--- config.mk ---
export PLATFORM = sky130hd
export DESIGN_NAME = io_line_config_loader_flat
export DESIGN_NICKNAME = d
export VERILOG_FILES = /design/src/rtl/io_line_config_loader_if.sv /design/src/rtl/io_line_config_loader.sv /design/src/flat_wrapper.sv
export SDC_FILE = /design/constraint.sdc
export NUM_CORES = 1
export LEC_CHECK = 0
export ABC_AREA = 1
export CORE_MARGIN = 5
export CORE_UTILIZATION = 35
export CTS_CLUSTER_DIAMETER = 100
export DETAILED_ROUTE_END_ITERATION = 12
export MAX_ROUTING_LAYER = met4
export SLEW_MARGIN = 40
export SYNTH_ARGS = -nofsm -noshare
export SYNTH_HDL_FRONTEND = slang
export SYNTH_SLANG_ARGS = --single-unit
--- constraint.sdc ---
create_clock -name clk -period 19.71 [get_ports clk]
set_clock_uncertainty 0.15 [all_clocks]
set_input_delay 2.9565 -clock clk [delete_from_list [all_inputs] [get_ports clk]]
set_output_delay 2.9565 -clock clk [all_outputs]
set_load 0.02 [all_outputs]
--- src/rtl/io_line_config_loader_if.sv ---
// Bitstream word handshake and committed-configuration bus for the IO line config loader.
interface io_line_config_loader_if #(
  parameter int CONFIG_WIDTH = 288,
  parameter int WORD_WIDTH   = 8
);
  logic                    start;
  logic [WORD_WIDTH-1:0]   word_in;
  logic                    word_valid;
  logic                    word_ready;
  logic [CONFIG_WIDTH-1:0] config_out;
  logic                    busy;
  logic                    done;
  logic                    error;

  modport master (
    output start, word_in, word_valid,
    input  word_ready, config_out, busy, done, error
  );

  modport slave (
    input  start, word_in, word_valid,
    output word_ready, config_out, busy, done, error
  );
endinterface

--- src/rtl/io_line_config_loader.sv ---
// Loads NWORDS bitstream words into a shadow register, verifies an XOR checksum word,
// and only then commits the shadow to config_out so the IO line never sees a partial load.
module io_line_config_loader #(
  parameter int CONFIG_WIDTH = 288,
  parameter int WORD_WIDTH   = 8
) (
  input  logic                        clk,
  input  logic                        rst,
  io_line_config_loader_if.slave      cfg_bus
);

  localparam int NWORDS = CONFIG_WIDTH / WORD_WIDTH;
  localparam int CNT_W  = (NWORDS > 1) ? $clog2(NWORDS) : 1;
  localparam logic [CNT_W-1:0] LAST_IDX = CNT_W'(NWORDS - 1);

  typedef enum logic [1:0] {
    ST_IDLE  = 2'd0,
    ST_LOAD  = 2'd1,
    ST_CHECK = 2'd2
  } state_t;

  state_t                  state_q,  state_d;
  logic [CNT_W-1:0]        cnt_q,    cnt_d;
  logic [WORD_WIDTH-1:0]   csum_q,   csum_d;
  logic [CONFIG_WIDTH-1:0] shadow_q, shadow_d;
  logic [CONFIG_WIDTH-1:0] config_q, config_d;
  logic                    done_q,   done_d;
  logic                    error_q,  error_d;
  logic                    xfer_s;

  function automatic logic [WORD_WIDTH-1:0] csum_fold(
    input logic [WORD_WIDTH-1:0] acc,
    input logic [WORD_WIDTH-1:0] word
  );
    return acc ^ word;
  endfunction

  assign cfg_bus.word_ready = (state_q != ST_IDLE);
  assign cfg_bus.busy       = (state_q != ST_IDLE);
  assign cfg_bus.config_out = config_q;
  assign cfg_bus.done       = done_q;
  assign cfg_bus.error      = error_q;

  assign xfer_s = cfg_bus.word_valid && (state_q != ST_IDLE);

  // State and datapath registers
  always_ff @(posedge clk or posedge rst) begin
    if (rst) begin
      state_q  <= ST_IDLE;
      cnt_q    <= {CNT_W{1'b0}};
      csum_q   <= {WORD_WIDTH{1'b0}};
      shadow_q <= {CONFIG_WIDTH{1'b0}};
      config_q <= {CONFIG_WIDTH{1'b0}};
      done_q   <= 1'b0;
      error_q  <= 1'b0;
    end else begin
      state_q  <= state_d;
      cnt_q    <= cnt_d;
      csum_q   <= csum_d;
      shadow_q <= shadow_d;
      config_q <= config_d;
      done_q   <= done_d;
      error_q  <= error_d;
    end
  end

  // Next-state and datapath update; start in any state (re)opens a load and wins over a word
  always_comb begin
    state_d  = state_q;
    cnt_d    = cnt_q;
    csum_d   = csum_q;
    shadow_d = shadow_q;
    config_d = config_q;
    done_d   = 1'b0;
    error_d  = error_q;

    if (cfg_bus.start) begin
      state_d = ST_LOAD;
      cnt_d   = {CNT_W{1'b0}};
      csum_d  = {WORD_WIDTH{1'b0}};
      error_d = 1'b0;
    end else begin
      case (state_q)
        ST_IDLE: begin
          state_d = ST_IDLE;
        end
        ST_LOAD: begin
          if (xfer_s) begin
            for (int k = 0; k < NWORDS; k++) begin
              if (cnt_q == CNT_W'(k)) begin
                shadow_d[k*WORD_WIDTH +: WORD_WIDTH] = cfg_bus.word_in;
              end else begin
                shadow_d[k*WORD_WIDTH +: WORD_WIDTH] = shadow_q[k*WORD_WIDTH +: WORD_WIDTH];
              end
            end
            csum_d = csum_fold(csum_q, cfg_bus.word_in);
            if (cnt_q == LAST_IDX) begin
              state_d = ST_CHECK;
            end else begin
              cnt_d = cnt_q + CNT_W'(1);
            end
          end else begin
            state_d = ST_LOAD;
          end
        end
        ST_CHECK: begin
          if (xfer_s) begin
            state_d = ST_IDLE;
            if (cfg_bus.word_in == csum_q) begin
              config_d = shadow_q;
              done_d   = 1'b1;
            end else begin
              error_d  = 1'b1;
            end
          end else begin
            state_d = ST_CHECK;
          end
        end
        default: begin
          state_d = ST_IDLE;
        end
      endcase
    end
  end

endmodule

--- src/flat_wrapper.sv ---
// flat-port wrapper written by rule: the top's interface ports become plain ports
module io_line_config_loader_flat 
#(
  parameter int CONFIG_WIDTH = 288,
  parameter int WORD_WIDTH   = 8
)
  (clk, rst, cfg_bus_start, cfg_bus_word_in, cfg_bus_word_valid, cfg_bus_word_ready, cfg_bus_config_out, cfg_bus_busy, cfg_bus_done, cfg_bus_error);
  io_line_config_loader_if #(.CONFIG_WIDTH(CONFIG_WIDTH), .WORD_WIDTH(WORD_WIDTH)) cfg_bus_i ();
  input  logic clk;
  input  logic rst;
  input wire logic [$bits(cfg_bus_i.start)-1:0] cfg_bus_start;
  input wire logic [$bits(cfg_bus_i.word_in)-1:0] cfg_bus_word_in;
  input wire logic [$bits(cfg_bus_i.word_valid)-1:0] cfg_bus_word_valid;
  output wire logic [$bits(cfg_bus_i.word_ready)-1:0] cfg_bus_word_ready;
  output wire logic [$bits(cfg_bus_i.config_out)-1:0] cfg_bus_config_out;
  output wire logic [$bits(cfg_bus_i.busy)-1:0] cfg_bus_busy;
  output wire logic [$bits(cfg_bus_i.done)-1:0] cfg_bus_done;
  output wire logic [$bits(cfg_bus_i.error)-1:0] cfg_bus_error;
  assign cfg_bus_i.start = cfg_bus_start;
  assign cfg_bus_i.word_in = cfg_bus_word_in;
  assign cfg_bus_i.word_valid = cfg_bus_word_valid;
  assign cfg_bus_word_ready = cfg_bus_i.word_ready;
  assign cfg_bus_config_out = cfg_bus_i.config_out;
  assign cfg_bus_busy = cfg_bus_i.busy;
  assign cfg_bus_done = cfg_bus_i.done;
  assign cfg_bus_error = cfg_bus_i.error;
  io_line_config_loader #(.CONFIG_WIDTH(CONFIG_WIDTH), .WORD_WIDTH(WORD_WIDTH)) u_core (.clk(clk), .rst(rst), .cfg_bus(cfg_bus_i));
endmodule
==> results.py, run 1 <==
metrics = {
    "power": {
        "powerDensity_nw_per_um2": 87.1,
        "finalPower_mw": 2.61,
        "vdd_drop_max_mv": 0.0639,
        "leakage_nw": 15.4,
    },
    "outcome": {
        "outcome": "completed",
    },
    "sta": {
        "hold_viol_final": 0,
        "final.setup.tns_ps": 0,
        "finalWorstPathRequiredPeriod_ps": 6600,
        "finalSetupViolCount": 0,
        "drv_slew": 0,
        "fmax_mhz": 152,
        "post-route-period-util_pct": 33.5,
        "worstMarginPinSlew_ps": 874,
        "slew_headroom_pct": 41.7,
        "rsz0062_at_grt": "no",
        "fin_ws_ps": 13110,
    },
    "synth": {
        "yosysUniqueCellTypes": 26,
        "ys.flop_type": "dfrtp_1",
        "synth_area_leader_cell": "dfrtp_1",
        "synth_seq_cells": 594,
        "netlist_instances": 2683,
        "synthMostInstantiatedCell": "nand2_1",
        "yosys-top-cells-area": "dfrtp_1, nand2_1, nand4_1, nand3_1, buf_2",
        "yosys.area.top_type_share_pct": 61.2,
        "ys_top_cells_by_count": "nand2_1, dfrtp_1, nand4_1",
        "synth_fp_nets": 2699,
        "synth-async-reset-ratio_pct": 100,
        "ys_seq_area_share_pct": 61.2,
        "synth_edf_count": 0,
        "mappedNetlistArea_sq_um": 24300,
        "yosys_warnings": 0,
        "synth.avg_cell_area_sq_um": 9.06,
    },
    "routing": {
        "vias_per_cell": 5.20,
        "wire_per_inst_um": 19.6,
        "drt-total-wl_mm": 75.6,
        "drtIter0Drc": 1754,
        "ant_nets": 0,
        "drt_first_pass_iters": 7,
        "drc": 0,
        "vias": 20100,
    },
    "clock_tree": {
        "cts_max_level": 2,
        "post_cts_resized": 0,
        "clk_pin_slew_worst_paths_ps": 60,
        "root_buffer": "clkbuf_16",
        "cts_tree": "built",
        "clk_latency_ps": 620,
        "cts_setup_buffers": 0,
        "cts.sinks": 594,
        "clk_path_buf_depth": 3,
        "numCtsBuffers": 61,
        "hold_buffers": 0,
    },
    "floorplan": {
        "num_io_pins": 304,
        "die_h_um": 273,
        "num_rows": 96,
        "die_area_sq_um": 74800,
        "initial_core_util_pct": 35.4,
        "fp.dieW_um": 273,
        "coreArea_sq_um": 68700,
    },
    "global_route": {
        "antenna_found_initial": 1,
        "grt_max_degree": 132,
        "grt_pass1_vias": 19800,
        "grt_pass1_wl_mm": 119,
        "grt_usage_pct": 20.5,
        "grt-ovfl-total": 0,
    },
    "cells_and_area": {
        "nets": 2895,
        "design_area_sq_um": 30000,
        "area_delta_synth_final_pct": 23.3,
        "drive_above_1_share_pct": 6.32,
    },
    "critical_path": {
        "crit_type": "in -> reg",
        "crit_fanout": 85,
        "cp_data_arrival_time_ps": 6940,
        "rr_worst_depth": 11,
        "end_kind": "register",
        "required_ps": 20050,
        "critPathLaunchType": "input pin",
    },
    "place": {
        "dp_slack_ps": 12590,
        "gp_congestion": 0.795,
        "dpl.hpwl_mm": 47.1,
        "place_area_sq_um": 27800,
        "io_buffers": 303,
    },
    "worst_hold_path": {
        "holdPathStages": 2,
        "hp-class": "reg -> reg",
    },
    "job": {
        "drv_cap": 0,
    },
}
==> metal layers <==
layer	vias to the layer above	GRT usage, %	wire (um)
li1	9288	-	-
met1	10000	27.8	32900
met2	638	32.3	36300
met3	133	2.82	4170
met4	0	6.16	2220
met5	-	-	0
==> worst max-delay path, stage by stage <==
cell             delay (ps)
clkdlybuf4s50_1         570
inv_2                   230
nand3_4                 510
inv_2                   180
buf_6                   540
nand2_2                 380
nor2_4                  370
buf_4                   540
nand2_1                 330
nand2_1                 150
nand2_1                  50
==> power breakdown <==
group	internal (mW)	leakage, nW	switching, mW
clock network	0.700	1.01	0.487
logic	0.0286	6.17	0.113
registers	1.26	8.26	0.0234
total	1.98	15.4	0.624
==> sequential cells by signal (all words and copies together) (netlist names) <==
| name | flops |
|---|---|
| u_core.csum_q | 8 |
| u_core.cfg_bus.error | 1 |
| u_core.cfg_bus.done | 1 |
| u_core.state_q | 2 |
| u_core.cnt_q | 6 |
| u_core.cfg_bus.config_out | 288 |
| u_core.shadow_q | 288 |
==> through the flow <==
stage | hold WS (ps) | utilization [%] | cells
floorplan | 292 | - | 2683
CTS | 322 | 43.5 | 3856
global route | 338 | 43.6 | 3858
global placement | 303 | 40.3 | 3741
finish | 319 | 43.6 | 3858
detailed placement | 308 | 40.5 | 3746
==> layout make-up <==
class,instances,area (sq um)
antenna,1,2.50
clock buffer,85,1770
clock inverter,25,293
fill,6604,38700
inverter,49,195
multi-input combinational,1841,8300
sequential,594,14900
tap,931,1160
timing repair buffer,332,3380
==> cells by family after synthesis <==
logic type	share of synthesized area (%)
adders and majority gates	0.206
DFF	61.2
and+or+nand+nor	31.2
buffers and inverters	4.88
xor gates and xnor gates	0.144
AOI/OAI and AO/OA	2.40
==> placed cells by master, fill, tap and decap left out, types with 2 or more instances in the layout <==
master and count:
buf_6 10, nor2_4 4, nand3_1 210, clkbuf_16 61
inv_2 11, ha_1 4, nor2_2 6, buf_16 3
clkinv_1 8, dfrtp_1 594, buf_4 14, clkinv_2 13
clkbuf_8 17, clkbuf_1 9, xor2_1 3, nor2_1 30
clkdlybuf4s50_1 295, clkinvlp_4 5, inv_1 28, buf_8 3
buf_12 2, nand2_2 11, nor3_2 10, o21ai_0 88
o22ai_1 7, nand4_1 294, a21oi_1 17, clkinv_4 2
bufinv_16 6, nand2_1 1151, nand3_4 2, buf_2 3
==> worst paths after layout <==
check                                                from                             end  slack, ps
setup / recovery                            cfg_bus_start             u_core.shadow_q[27]      13110
hold / removal             u_core.cfg_bus.config_out[104]  u_core.cfg_bus.config_out[104]        320
setup reg to reg                        u_core.state_q[0]             u_core.shadow_q[27]      15670
hold reg to reg            u_core.cfg_bus.config_out[104]  u_core.cfg_bus.config_out[104]        320
max in group asynchronous                             rst            u_core.shadow_q[236]      14350
min in group asynchronous                             rst   u_core.cfg_bus.config_out[19]       2740
(Power assumes the default switching activity.)
==> run 2, diff against run 1 <==
==> constraint.sdc (replaced) <==
create_clock -name clk -period 6.7 [get_ports clk]
set_clock_uncertainty 0.15 [all_clocks]
set_input_delay 1.005 -clock clk [delete_from_list [all_inputs] [get_ports clk]]
set_output_delay 1.005 -clock clk [all_outputs]
set_load 0.02 [all_outputs]
==> results.py, run 2 (synthesis gave the netlist of run 1 again) <==
metrics = {
    "critical_path": {
        "end_kind": "register",
        "rrSetupSlack_ps": 3210,
        "critPathLaunchType": "input pin",
        "crit_fanout": 113,
        "crit_type": "in -> reg",
        "cp-startpoint": "cfg_bus_word_in[0]",
        "required_ps": 7080,
        "r2r-end": "u_core.shadow_q[49]",
        "reg2reg_from": "u_core.state_q[1]",
        "crit_end": "u_core.cfg_bus.config_out[49]",
        "cp_data_arrival_time_ps": 4320,
        "rr_worst_depth": 11,
    },
    "routing": {
        "vias_per_cell": 5.19,
        "vias": 20000,
        "drt-total-wl_mm": 76.1,
        "drc": 0,
        "wire_per_inst_um": 19.7,
        "drt_first_pass_iters": 6,
        "ant_nets": 0,
        "drtIter0Drc": 1971,
    },
    "sta": {
        "final.setup.tns_ps": 0,
        "finalSetupViolCount": 0,
        "finalWorstPathRequiredPeriod_ps": 3940,
        "post-route-period-util_pct": 58.9,
        "fin_hold_ws_ps": 316,
        "slew_headroom_pct": 42.2,
        "worstMarginPinSlew_ps": 867,
        "hold_viol_final": 0,
        "rsz0062_at_grt": "no",
        "drv_slew": 0,
        "fmax_mhz": 253,
    },
    "floorplan": {
        "coreArea_sq_um": 68700,
        "die_h_um": 273,
        "initial_core_util_pct": 35.4,
        "fp.dieW_um": 273,
        "num_rows": 96,
        "num_io_pins": 304,
        "die_area_sq_um": 74800,
    },
    "global_route": {
        "grt-ovfl-total": 0,
        "antenna_found_initial": 0,
        "grt_pass1_wl_mm": 120,
        "grt_pass1_vias": 19900,
        "grt_max_degree": 187,
        "grt_usage_pct": 20.7,
    },
    "clock_tree": {
        "clk_path_buf_depth": 3,
        "cts_setup_buffers": 0,
        "cts_tree": "built",
        "post_cts_resized": 0,
        "root_buffer": "clkbuf_16",
        "cts_max_level": 3,
        "hold_buffers": 0,
        "clk_pin_slew_worst_paths_ps": 50,
        "clk_latency_ps": 590,
        "cts.sinks": 594,
        "numCtsBuffers": 67,
    },
    "place": {
        "dpl.hpwl_mm": 46.9,
        "gp_congestion": 0.802,
        "io_buffers": 303,
        "placed_cells_incl_taps": 3749,
    },
    "power": {
        "finalPower_mw": 7.88,
        "powerDensity_nw_per_um2": 260,
        "leakage_nw": 15.6,
        "vdd_drop_max_mv": 0.193,
    },
    "cells_and_area": {
        "final_cell_mix": "nand2_1, dfrtp_1, clkdlybuf4s50_1",
        "area_delta_synth_final_pct": 24.5,
        "final-instance-count-excl-fill": 3865,
        "drive_above_1_share_pct": 6.31,
        "num_antenna_cells": 0,
        "fillers": 6641,
        "seq_area_sq_um": 14900,
        "multi_input_area_sq_um": 8290,
        "nets": 2905,
        "layout_commonest_cell": "nand2_1",
    },
    "outcome": {
        "outcome": "completed",
    },
    "job": {
        "drv_cap": 0,
    },
    "worst_hold_path": {
        "hp-class": "reg -> reg",
    },
}
==> run 2: changes by cell type in the layout (fill, tap and decap cells not counted), moves of 2 or more <==
cell       previous run  this run
buf_16                3         9
clkinv_2             13         3
clkbuf_16            61        71
buf_12                2         6
buf_6                10         7
clkbuf_8             17        12
inv_6                 0         3
bufinv_16             6         4
clkbuf_1              9        17
==> run 2: worst min path at each step <==
stage	start	to	slack, ps	cells after the start
after CTS	u_core.shadow_q[57]	u_core.shadow_q[57]	320	2
after floorplan	u_core.shadow_q[0]	u_core.shadow_q[0]	290	2
after global routing	u_core.cfg_bus.config_out[106]	u_core.cfg_bus.config_out[106]	330	2
final	u_core.cfg_bus.config_out[206]	u_core.cfg_bus.config_out[206]	320	2
after detailed placement	u_core.cfg_bus.config_out[106]	u_core.cfg_bus.config_out[106]	310	2
after global placement	u_core.shadow_q[71]	u_core.shadow_q[71]	300	2
==> run 2: cell type report <==
class / instances / share of cell area (%)
timing repair buffer: 336 / 11.7
inverter: 49 / 0.645
clock buffer: 100 / 6.63
tap: 931 / 3.85
clock inverter: 14 / 0.637
sequential: 594 / 49.1
multi-input combinational: 1841 / 27.4
==> run 2: worst max-delay path: stages <==
cell and delay (ps):
buf_2 460, buf_4 420, nand2_1 90, nand2_1 100, nand2_1 90, nor2_4 170, buf_12 320, buf_16 350
buf_6 350, buf_16 320, nand4_1 170, nand2_1 100
==> run 2: through the flow <==
step	cell area (sq um)	util, %	setup WS (ps)
after floorplan	24300	-	-2550
after global placement	27700	40.4	2130
after detailed placement	28000	40.8	2300
after CTS	30200	44.0	2920
after global routing	30300	44.0	2710
final	30300	44.0	2760
==> run 2: routing by layer <==
layer / up-vias / GRT usage (%) / share of wire [%]
li1: 9319 / - / -
met1: 9958 / 27.6 / 44
met2: 636 / 32.4 / 48
met3: 128 / 3.34 / 5.8
met4: 0 / 6.88 / 2.9
met5: - / - / 0
==> run 2: report_power, final <==
group / internal [mW] / switching (mW) / leakage [nW]
clock: 2.22 / 1.46 / 1.07
sequential: 3.70 / 0.0748 / 8.26
combinational: 0.0931 / 0.336 / 6.24
total: 6.01 / 1.87 / 15.6
==> RTL edit, RTL diff (flow settings as in run 2) <==
`CONFIG_WIDTH` is set to 288 in 3 places; all go to 144.
--- a/src/rtl/io_line_config_loader_if.sv
+++ b/src/rtl/io_line_config_loader_if.sv
@@ -1,6 +1,6 @@
 // Bitstream word handshake and committed-configuration bus for the IO line config loader.
 interface io_line_config_loader_if #(
-  parameter int CONFIG_WIDTH = 288,
+  parameter int CONFIG_WIDTH = 144,
   parameter int WORD_WIDTH   = 8
 );
   logic                    start;
--- a/src/rtl/io_line_config_loader.sv
+++ b/src/rtl/io_line_config_loader.sv
@@ -1,7 +1,7 @@
 // Loads NWORDS bitstream words into a shadow register, verifies an XOR checksum word,
 // and only then commits the shadow to config_out so the IO line never sees a partial load.
 module io_line_config_loader #(
-  parameter int CONFIG_WIDTH = 288,
+  parameter int CONFIG_WIDTH = 144,
   parameter int WORD_WIDTH   = 8
 ) (
   input  logic                        clk,
--- a/src/flat_wrapper.sv
+++ b/src/flat_wrapper.sv
@@ -1,7 +1,7 @@
 // flat-port wrapper written by rule: the top's interface ports become plain ports
 module io_line_config_loader_flat 
 #(
-  parameter int CONFIG_WIDTH = 288,
+  parameter int CONFIG_WIDTH = 144,
   parameter int WORD_WIDTH   = 8
 )
   (clk, rst, cfg_bus_start, cfg_bus_word_in, cfg_bus_word_valid, cfg_bus_word_ready, cfg_bus_config_out, cfg_bus_busy, cfg_bus_done, cfg_bus_error);
Ports: changed (resized cfg_bus_config_out); port bits go from 304 to 160. No check against the original RTL was run, so the function may have changed too.
==> RTL edit against run 2 <==
Die area is 46% lower. Cell count is 51% lower. Setup slack better by 0.15 ns. Critical endpoint is now u_core.cfg_bus.config_out[59]. Fmax is 3.9% higher. Design area is 49% lower. Sequential share of layout area is 0.17 points higher. Sequential power is 47% lower. Sequential cell count is 289 lower. Total power is 47% lower. Synthesized area is 48% lower. Wire length is 56% lower.
==> RTL edit: results (changes against run 2) <==
- The run finished with clean final reports.
- The iteration-0 DRC count of the detailed router is 688 (-65%).
- The global routing met1 resource utilization is 24.0% (-3.6 points).
- The maximum level of the CTS H-tree was 2 (-1).
- The met2 usage in global routing is 26.6% (-5.9 points).
- The total number of vias is 9314 (-54%).
- The wire length on met1 is 15900 µm (-52%).
- The slew of the pin with the lowest slew margin is 0.850 ns (-0.0175 ns).
- The reg-to-reg setup timing slack is 4.04 ns (+0.83 ns).
- The global-route usage over all layers is 17.1% (-3.5 points).
- The static power due to leakage is 7.47 nW (-52%).
- The share of the yosys chip area belonging to registers is 60.1% (-1.1 points).
- The final worst slack is 2.90 ns (+0.149 ns).
- The clock latency reported for the late side of the worst-skew pair was 0.50 ns (-0.09 ns).
- The critical path arrival is 4.07 ns (-0.25 ns).
- Ranked by total cell area, the synthesized netlist is headed by sky130_fd_sc_hd__dfrtp_1 (60%), sky130_fd_sc_hd__nand2_1 (15%), sky130_fd_sc_hd__nand4_1 (7.2%).
- The CTS buffer count is 35 (-48%).
- The worst voltage drop across the vdd grid is 0.127 mV (-34%).
- The routability congestion estimate from global placement was 0.833 (+3.8%).
- The post-synthesis net count is 1308 (-52%).
- The number of nets in the final layout is 1419 (-51%).
- The number of global-route vias before repair is 9443 (-53%).
- The worst register-to-register path begins at u_core.csum_q[0].
- The met3 routing resource usage after global routing is 2.68% (-0.66 points).
- The end of the critical path is u_core.cfg_bus.config_out[59].
- The count of different cell masters after synthesis came to 33 (+27%).
- The pin count of the biggest net entering global routing came to 125 (-33%).
- The origin of the worst min-delay path is u_core.cfg_bus.config_out[108].
- The per-cell routed wire length is 17.8 µm (-9.6%).
- The post-synthesis to final-layout area growth is 21.8%.
- The first-pass detailed-route iteration total came to 5 (-1).
- The wire length of the first global-routing pass is 54900 µm (-54%).
- The pre-CTS worst setup slack was 2.40 ns (+0.106 ns).
- The port buffer count is 159 (-48%).
- The sum of net half-perimeters after detailed placement is 20300 µm (-57%).
- The ratio of cells with drive above 1 in the final layout is 8.14% (+1.8 points).
RTL edit: changes by cell type after synthesis, moves of 57 or more:
cell	run 2	this run
sky130_fd_sc_hd__nand4_1	294	146
sky130_fd_sc_hd__o21ai_0	88	21
sky130_fd_sc_hd__nand2_1	1151	497
sky130_fd_sc_hd__o21ai_1	0	95
sky130_fd_sc_hd__clkbuf_1	67	10
sky130_fd_sc_hd__nand3_1	211	25
sky130_fd_sc_hd__dfrtp_1	594	305
RTL edit: cells by family (layout without fill, tap and decap cells):
family,count (synthesis),count (layout),share of synthesized area [%]
XOR/XNOR,3,3,0.207
AO/OA/AOI/OAI,135,135,5.70
flip-flops,305,305,60.1
buffers and inverters,131,265,6.47
adder cells (fa/ha/maj),5,5,0.492
AND/OR/NAND/NOR,712,712,27.1
RTL edit: how the worst min path moves through the flow:
stage                                          end  depth (start not counted)  slack [ns]
detailed placement   u_core.cfg_bus.config_out[69]                          2        0.31
CTS                  u_core.cfg_bus.config_out[69]                          2        0.32
global placement     u_core.cfg_bus.config_out[20]                          2        0.30
finish              u_core.cfg_bus.config_out[108]                          2        0.32
global route        u_core.cfg_bus.config_out[108]                          2        0.33
floorplan                     u_core.shadow_q[100]                          2        0.29
RTL edit: worst max-delay path, cell delays in order:
cell                              delay [ns]
sky130_fd_sc_hd__clkdlybuf4s50_1        0.57
sky130_fd_sc_hd__inv_2                  0.45
sky130_fd_sc_hd__nand2_1                0.10
sky130_fd_sc_hd__nand2_1                0.11
sky130_fd_sc_hd__nand2_1                0.10
sky130_fd_sc_hd__nor2_4                 0.14
sky130_fd_sc_hd__buf_4                  0.46
sky130_fd_sc_hd__buf_6                  0.68
sky130_fd_sc_hd__nand4_1                0.22
sky130_fd_sc_hd__nand2_1                0.12
RTL edit: final cells by class:
class | instances | area (µm²)
flip-flops and latches | 305 | 7630
multi-input cells | 855 | 4280
well taps | 461 | 577
repair buffers | 170 | 1720
fillers | 3485 | 20300
clock inverters | 6 | 111
inverters | 35 | 138
clock buffers | 54 | 1030
RTL edit: through the flow:
stage | instances | total power [W] | area, µm² | hold WS (ns)
floorplan | 1291 | 0.00221 | 12700 | 0.292
global placement | 1825 | 0.00227 | 14300 | 0.304
detailed placement | 1826 | 0.00228 | 14300 | 0.307
CTS | 1886 | 0.00421 | 15500 | 0.321
global route | 1886 | 0.00434 | 15500 | 0.335
finish | 1886 | 0.00415 | 15500 | 0.317
RTL edit: power by group:
part	switching (W)	leakage, nW	internal (W)
sequential	0.0000595	4.20	0.00194
clock	0.000733	0.551	0.00117
combinational	0.000170	2.72	0.0000708
total	0.000962	7.47	0.00319
